### src/rtl/fpu_share_scheduler_pkg.sv
// Shared types for the FPU share scheduler: ALU opcode, scheduler state and data width.
package fpu_share_scheduler_pkg;

   localparam int unsigned FPU_DATA_W = 32;

   typedef enum logic [2:0] {
      FADD,
      FSUB,
      FMUL,
      FDIV,
      FMIN,
      FMAX,
      FSQRT,
      FCMP
   } alu_instruction_t;

   typedef enum logic [1:0] {
      SCH_IDLE,
      SCH_ISSUE,
      SCH_WAIT,
      SCH_RESP
   } fpu_sched_state_t;

   function automatic int unsigned id_width(input int unsigned n);
      return (n > 1) ? $clog2(n) : 1;
   endfunction

endpackage

### src/rtl/fpu_share_scheduler_rr_arbiter.sv
// Combinational round-robin arbiter: first set request at or above ptr, wrapping to 0.
module rr_arbiter
   import fpu_share_scheduler_pkg::*;
#(
   parameter int unsigned NUM_REQ = 4,
   parameter int unsigned ID_W    = id_width(NUM_REQ)
) (
   input  logic [NUM_REQ-1:0] req,
   input  logic [ID_W-1:0]    ptr,
   output logic [NUM_REQ-1:0] gnt,
   output logic [ID_W-1:0]    gnt_id,
   output logic               any_gnt
);

   always_comb begin
      logic [ID_W-1:0] sel;
      gnt     = '0;
      gnt_id  = '0;
      any_gnt = 1'b0;
      sel     = '0;
      for (int unsigned k = 0; k < NUM_REQ; k++) begin
         sel = ID_W'((32'(ptr) + k) % NUM_REQ);
         if (!any_gnt && req[sel]) begin
            any_gnt  = 1'b1;
            gnt[sel] = 1'b1;
            gnt_id   = sel;
         end
      end
   end

endmodule

### src/rtl/fpu_share_scheduler.sv
// Shares one floating_alu among NUM_REQ requesters, one op in flight, round-robin grants,
// fixed ALU latency, result returned with the owning requester id.
module fpu_share_scheduler
   import fpu_share_scheduler_pkg::*;
#(
   parameter int unsigned NUM_REQ     = 4,
   parameter int unsigned ID_W        = id_width(NUM_REQ),
   parameter int unsigned ALU_LATENCY = 1
) (
   input  logic                                   clk,
   input  logic                                   reset,
   input  logic [NUM_REQ-1:0]                     req_valid,
   output logic [NUM_REQ-1:0]                     req_ready,
   input  logic [NUM_REQ*FPU_DATA_W-1:0]          req_op1,
   input  logic [NUM_REQ*FPU_DATA_W-1:0]          req_op2,
   input  logic [NUM_REQ*$bits(alu_instruction_t)-1:0] req_instr,
   output logic                                   alu_enable,
   output logic [FPU_DATA_W-1:0]                  alu_op1,
   output logic [FPU_DATA_W-1:0]                  alu_op2,
   output alu_instruction_t                       alu_instruction,
   input  logic [FPU_DATA_W-1:0]                  alu_result,
   output logic                                   resp_valid,
   input  logic                                   resp_ready,
   output logic [ID_W-1:0]                        resp_id,
   output logic [FPU_DATA_W-1:0]                  resp_data
);

   localparam int unsigned IW    = $bits(alu_instruction_t);
   localparam int unsigned CNT_W = $clog2(ALU_LATENCY + 1);

   fpu_sched_state_t state;
   logic [ID_W-1:0]       rr_ptr;
   logic [CNT_W-1:0]      cnt;
   logic [FPU_DATA_W-1:0] op1_q;
   logic [FPU_DATA_W-1:0] op2_q;
   alu_instruction_t      instr_q;
   logic [ID_W-1:0]       id_q;

   logic [NUM_REQ-1:0]    gnt;
   logic [ID_W-1:0]       gnt_id;
   logic                  any_gnt;
   logic [FPU_DATA_W-1:0] sel_op1;
   logic [FPU_DATA_W-1:0] sel_op2;
   alu_instruction_t      sel_instr;
   logic [ID_W-1:0]       next_ptr;

   rr_arbiter #(
      .NUM_REQ (NUM_REQ),
      .ID_W    (ID_W)
   ) u_arb (
      .req     (req_valid),
      .ptr     (rr_ptr),
      .gnt     (gnt),
      .gnt_id  (gnt_id),
      .any_gnt (any_gnt)
   );

   // Grants are only offered while idle and never while reset is held.
   assign req_ready = (state == SCH_IDLE && !reset) ? gnt : '0;

   always_comb begin
      int unsigned base;
      base      = 32'(gnt_id);
      sel_op1   = req_op1[base*FPU_DATA_W +: FPU_DATA_W];
      sel_op2   = req_op2[base*FPU_DATA_W +: FPU_DATA_W];
      sel_instr = alu_instruction_t'(req_instr[base*IW +: IW]);
   end

   assign next_ptr = (id_q == ID_W'(NUM_REQ - 1)) ? '0 : id_q + ID_W'(1);

   assign alu_op1         = op1_q;
   assign alu_op2         = op2_q;
   assign alu_instruction = instr_q;
   assign resp_id         = id_q;

   always_ff @(posedge clk or posedge reset) begin
      if (reset) begin
         state      <= SCH_IDLE;
         rr_ptr     <= '0;
         cnt        <= '0;
         op1_q      <= '0;
         op2_q      <= '0;
         instr_q    <= alu_instruction_t'('0);
         id_q       <= '0;
         alu_enable <= 1'b0;
         resp_valid <= 1'b0;
         resp_data  <= '0;
      end else begin
         unique case (state)
            SCH_IDLE: begin
               if (any_gnt) begin
                  op1_q      <= sel_op1;
                  op2_q      <= sel_op2;
                  instr_q    <= sel_instr;
                  id_q       <= gnt_id;
                  alu_enable <= 1'b1;
                  state      <= SCH_ISSUE;
               end
            end
            SCH_ISSUE: begin
               alu_enable <= 1'b0;
               cnt        <= CNT_W'(ALU_LATENCY);
               state      <= SCH_WAIT;
            end
            SCH_WAIT: begin
               // cnt==1 marks the cycle the ALU result is valid.
               cnt <= cnt - CNT_W'(1);
               if (cnt == CNT_W'(1)) begin
                  resp_data  <= alu_result;
                  resp_valid <= 1'b1;
                  state      <= SCH_RESP;
               end
            end
            SCH_RESP: begin
               if (resp_ready) begin
                  resp_valid <= 1'b0;
                  rr_ptr     <= next_ptr;
                  state      <= SCH_IDLE;
               end
            end
            default: state <= SCH_IDLE;
         endcase
      end
   end

endmodule
### config.mk
export PLATFORM = sky130hd
export DESIGN_NAME = fpu_share_scheduler
export DESIGN_NICKNAME = d
export VERILOG_FILES = /design/src/rtl/fpu_share_scheduler_pkg.sv /design/src/rtl/fpu_share_scheduler_rr_arbiter.sv /design/src/rtl/fpu_share_scheduler.sv
export SDC_FILE = /design/constraint.sdc
export NUM_CORES = 1
export LEC_CHECK = 0
export CAP_MARGIN = 10
export CORE_AREA = 2 2 160 162
export DETAILED_ROUTE_END_ITERATION = 10
export DIE_AREA = 0 0 162 164
export SKIP_CTS_REPAIR_TIMING = 1
export SLEW_MARGIN = 30
export SYNTH_ARGS = -nofsm -noshare
export SYNTH_HDL_FRONTEND = slang
export SYNTH_HIERARCHICAL = 1
export SYNTH_SLANG_ARGS = --single-unit
### constraint.sdc
create_clock -name clk -period 5.3 [get_ports clk]
set_clock_uncertainty 0.15 [all_clocks]
set_input_delay 1.06 -clock clk [delete_from_list [all_inputs] [get_ports clk]]
set_output_delay 1.06 -clock clk [all_outputs]
set_load 0.05 [all_outputs]
==> impl_metrics.xml <==
<?xml version="1.0" encoding="UTF-8"?>
<metrics>
  <group name="floorplanning">
    <metric name="core_area" unit="mm²">0.0248</metric>
    <metric name="die_w" unit="µm">162</metric>
    <metric name="floorplan.initialDensity" unit="%">25.6</metric>
    <metric name="std_cell_rows" unit="">58</metric>
    <metric name="die_area" unit="mm²">0.0266</metric>
    <metric name="num_io_pins" unit="">414</metric>
    <metric name="die_y" unit="µm">164</metric>
  </group>
  <group name="synth">
    <metric name="register_bit_count_reported_by_yosys" unit="">108</metric>
    <metric name="avgSynthCellArea" unit="µm²">11.9</metric>
    <metric name="synth_ff_type" unit="">sky130_fd_sc_hd__dfrtp_1</metric>
    <metric name="synthesis.yosys.warnings" unit="">6</metric>
    <metric name="syn-instance-count" unit="">534</metric>
    <metric name="synth.yosys.seq_area_share" unit="%">42.6</metric>
    <metric name="syn_nets" unit="">853</metric>
    <metric name="synth_enable_flop_cells" unit="">0</metric>
    <metric name="post_synthesis_async_set_or_reset_flop_share" unit="%">100</metric>
    <metric name="post_synth_num_cell_types" unit="">33</metric>
    <metric name="syn-cell-area" unit="mm²">0.00635</metric>
  </group>
  <group name="clock_tree">
    <metric name="worst_skew_pair.late_latency" unit="ns">0.35</metric>
    <metric name="cts.clk_slew.worst_paths" unit="ns">0.07</metric>
    <metric name="clock-root-buffer" unit="">sky130_fd_sc_hd__clkbuf_16</metric>
    <metric name="cts.path.max_buffers" unit="">2</metric>
    <metric name="htree_num_levels" unit="">3</metric>
    <metric name="numCtsBuffers" unit="">9</metric>
    <metric name="clock-sinks" unit="">108</metric>
    <metric name="cts_tree" unit="">built</metric>
  </group>
  <group name="grt">
    <metric name="grt_antenna_before_repair" unit="">0</metric>
    <metric name="first_pass_grt_wire_length" unit="mm">35.4</metric>
    <metric name="largest_net_degree_at_the_start_of_global_routing" unit="">70</metric>
    <metric name="vias_in_the_first_global_route" unit="">6035</metric>
    <metric name="gr-total-overflow" unit="">0</metric>
    <metric name="grt_use_total" unit="%">17.3</metric>
  </group>
  <group name="place">
    <metric name="number_of_i_o_port_buffers" unit="">413</metric>
    <metric name="detailed_place.area" unit="mm²">0.0108</metric>
    <metric name="globalplace.congestion" unit="">0.748</metric>
    <metric name="place_hpwl" unit="mm">18.3</metric>
  </group>
  <group name="final_layout">
    <metric name="nets" unit="">1245</metric>
    <metric name="finalInstanceArea" unit="mm²">0.0111</metric>
    <metric name="regArea" unit="mm²">0.00270</metric>
    <metric name="final.fill_count" unit="">2384</metric>
    <metric name="multiInputGateArea" unit="mm²">0.00340</metric>
    <metric name="syn2layout_area_growth" unit="%">75.5</metric>
    <metric name="drive_above_1_share" unit="%">11.1</metric>
    <metric name="num_antenna_cells" unit="">0</metric>
  </group>
  <group name="sta">
    <metric name="finalCritPeriodShare" unit="%">94.4</metric>
    <metric name="tightest_slew_margin_relative_to_the_limit" unit="%">42.3</metric>
    <metric name="setup_viol" unit="">0</metric>
    <metric name="worst_slew_pin_slew" unit="ns">0.866</metric>
    <metric name="timing.setup.tns" unit="ns">0</metric>
    <metric name="finalWorstPathRequiredPeriod" unit="ns">5.01</metric>
    <metric name="number_of_endpoints_with_negative_hold_slack_in_the_final_report" unit="">0</metric>
    <metric name="fmax" unit="MHz">200</metric>
    <metric name="report.final.slew_viol_count" unit="">0</metric>
    <metric name="rsz0062_at_grt" unit="">no</metric>
  </group>
  <group name="hold_path">
    <metric name="worstHoldPathType" unit="">flip-flop to flip-flop</metric>
  </group>
  <group name="pwr">
    <metric name="power_per_cell_area" unit="mW/mm²">712</metric>
    <metric name="cellLeakagePower" unit="nW">4.58</metric>
    <metric name="vdd_drop_max" unit="µV">340</metric>
  </group>
  <group name="drt">
    <metric name="dr_drc_count" unit="">0</metric>
    <metric name="first_pass_iters" unit="">4</metric>
    <metric name="drt-wirelength-per-cell" unit="µm">19.1</metric>
    <metric name="wl" unit="mm">24.0</metric>
    <metric name="via_count" unit="">5918</metric>
    <metric name="first_iter_violations" unit="">215</metric>
    <metric name="detail_route.vias_per_cell" unit="">4.69</metric>
    <metric name="ant_nets" unit="">0</metric>
  </group>
  <group name="worst_setup_path">
    <metric name="r2r-start" unit="">rr_ptr[0]</metric>
    <metric name="critical_path.reg2reg.endpoint" unit="">alu_instruction[0]</metric>
    <metric name="crit_end" unit="">req_ready[3]</metric>
    <metric name="worst_path_required_time" unit="ns">4.09</metric>
    <metric name="setup.worst_path.start_class" unit="">primary input</metric>
    <metric name="reg2regPathDepth" unit="">8</metric>
    <metric name="crit_type" unit="">primary input to primary output</metric>
    <metric name="startpoint" unit="">req_valid[3]</metric>
    <metric name="worstSetupEndpointType" unit="">primary output</metric>
    <metric name="crit_arrival" unit="ns">3.80</metric>
    <metric name="regToRegSetupSlack" unit="ns">1.40</metric>
    <metric name="cp_max_fo" unit="">13</metric>
  </group>
  <group name="run_status">
    <metric name="status" unit="">complete, no violations</metric>
  </group>
  <group name="job">
    <metric name="max_cap_violations" unit="">0</metric>
  </group>
</metrics>
[Yosys cell counts, types with 6 or more instances]
master                     instances  area share (%)
sky130_fd_sc_hd__o221ai_1         37             5.1
sky130_fd_sc_hd__mux2_2           37             6.6
sky130_fd_sc_hd__o221ai_2         30             7.1
sky130_fd_sc_hd__mux2i_1         136              21
sky130_fd_sc_hd__nand2_1          76             4.5
sky130_fd_sc_hd__clkbuf_1         13            0.77
sky130_fd_sc_hd__buf_2            21             1.7
sky130_fd_sc_hd__o21ai_0           8            0.63
sky130_fd_sc_hd__dfrtp_1         108              43
sky130_fd_sc_hd__a22oi_1           8            0.95
sky130_fd_sc_hd__buf_6             6             1.1
sky130_fd_sc_hd__ha_1             12             2.4
sky130_fd_sc_hd__inv_1             9            0.53
[cells by family (layout without fill, tap and decap cells)]
kind of cell | count (synthesis) | after routing | synth area share (%)
fa+ha+maj | 12 | 12 | 2.36
simple gates | 93 | 93 | 6.32
buf+inv | 52 | 449 | 4.37
compound gates | 92 | 92 | 14.9
flops | 108 | 108 | 42.6
mux | 177 | 177 | 29.5
[worst max-delay path, cell delays in order]
cell and delay [ns]:
sky130_fd_sc_hd__clkdlybuf4s50_1 0.48, sky130_fd_sc_hd__mux4_2 0.65, sky130_fd_sc_hd__nor4b_4 0.44, sky130_fd_sc_hd__a22oi_1 0.11, sky130_fd_sc_hd__o21ai_0 0.10, sky130_fd_sc_hd__and2_1 0.15
sky130_fd_sc_hd__clkdlybuf4s50_1 0.80
[state kept, by name (all words and copies together) (netlist names)]
name and cells:
cnt 1, alu_enable 1, resp_valid 1, alu_op1 32, resp_id 2, alu_op2 32
alu_instruction 3, state 2, resp_data 32, rr_ptr 2
[layer usage]
| metal | up-vias | routed length [µm] | track usage (%) |
|---|---|---|---|
| li1 | 2813 | - | - |
| met4 | 0 | 260 | 4.02 |
| met5 | - | 0 | 0 |
| met2 | 279 | 12000 | 30.3 |
| met3 | 15 | 2220 | 5.56 |
| met1 | 2811 | 9530 | 20.6 |
[cell usage in the layout (no fill, tap or decap), types with 2 or more instances in the layout]
cell type / instances
sky130_fd_sc_hd__a21oi_1: 2
sky130_fd_sc_hd__a22oi_1: 8
sky130_fd_sc_hd__and2_1: 4
sky130_fd_sc_hd__buf_12: 5
sky130_fd_sc_hd__buf_4: 6
sky130_fd_sc_hd__clkbuf_16: 9
sky130_fd_sc_hd__clkdlybuf4s50_1: 413
sky130_fd_sc_hd__dfrtp_1: 108
sky130_fd_sc_hd__ha_1: 12
sky130_fd_sc_hd__inv_1: 8
sky130_fd_sc_hd__inv_6: 3
sky130_fd_sc_hd__mux2_2: 37
sky130_fd_sc_hd__mux2i_1: 136
sky130_fd_sc_hd__mux4_1: 2
sky130_fd_sc_hd__mux4_2: 2
sky130_fd_sc_hd__nand2_1: 75
sky130_fd_sc_hd__nand2b_1: 2
sky130_fd_sc_hd__nor2_1: 3
sky130_fd_sc_hd__nor2b_1: 2
sky130_fd_sc_hd__o21ai_0: 8
sky130_fd_sc_hd__o221ai_1: 37
sky130_fd_sc_hd__o221ai_2: 30
sky130_fd_sc_hd__o31ai_1: 2
[metrics by stage]
stage	utilization [%]	power, mW	cells	hold slack (ns)	setup WS, ns
finish	44.9	7.93	1261	0.340	0.295
global route	44.9	8.41	1261	0.361	0.157
CTS	44.9	8.05	1261	0.343	0.327
detailed placement	43.6	7.27	1245	0.320	0.329
global placement	43.6	7.24	1245	0.318	0.389
floorplan	-	5.58	534	0.371	1.24
[layout make-up]
type	count	share of cell area, %
repair buffers	424	38.4
well taps	330	3.70
clock inverters	6	0.685
flip-flops and latches	108	24.2
clock buffers	10	2.14
inverters	9	0.326
multi-input cells	374	30.5
[report_power, final]
part	leakage (nW)	switching, mW	internal, mW
registers	1.31	0.240	1.25
logic	3.11	3.38	2.32
clock network	0.156	0.354	0.390
total	4.58	3.97	3.96
[how the worst min path moves through the flow]
stage	start	to	cells past startpoint
4_1_cts	alu_instruction[2]	alu_instruction[2]	2
3_3_place_gp	alu_op2[19]	alu_op2[19]	2
3_5_place_dp	alu_op2[26]	alu_op2[26]	2
2_1_floorplan	rr_ptr[0]	rr_ptr[0]	2
6_report	alu_op1[31]	alu_op1[31]	2
5_1_grt	alu_instruction[2]	alu_instruction[2]	2
Power figures use the tool's default switching activity.
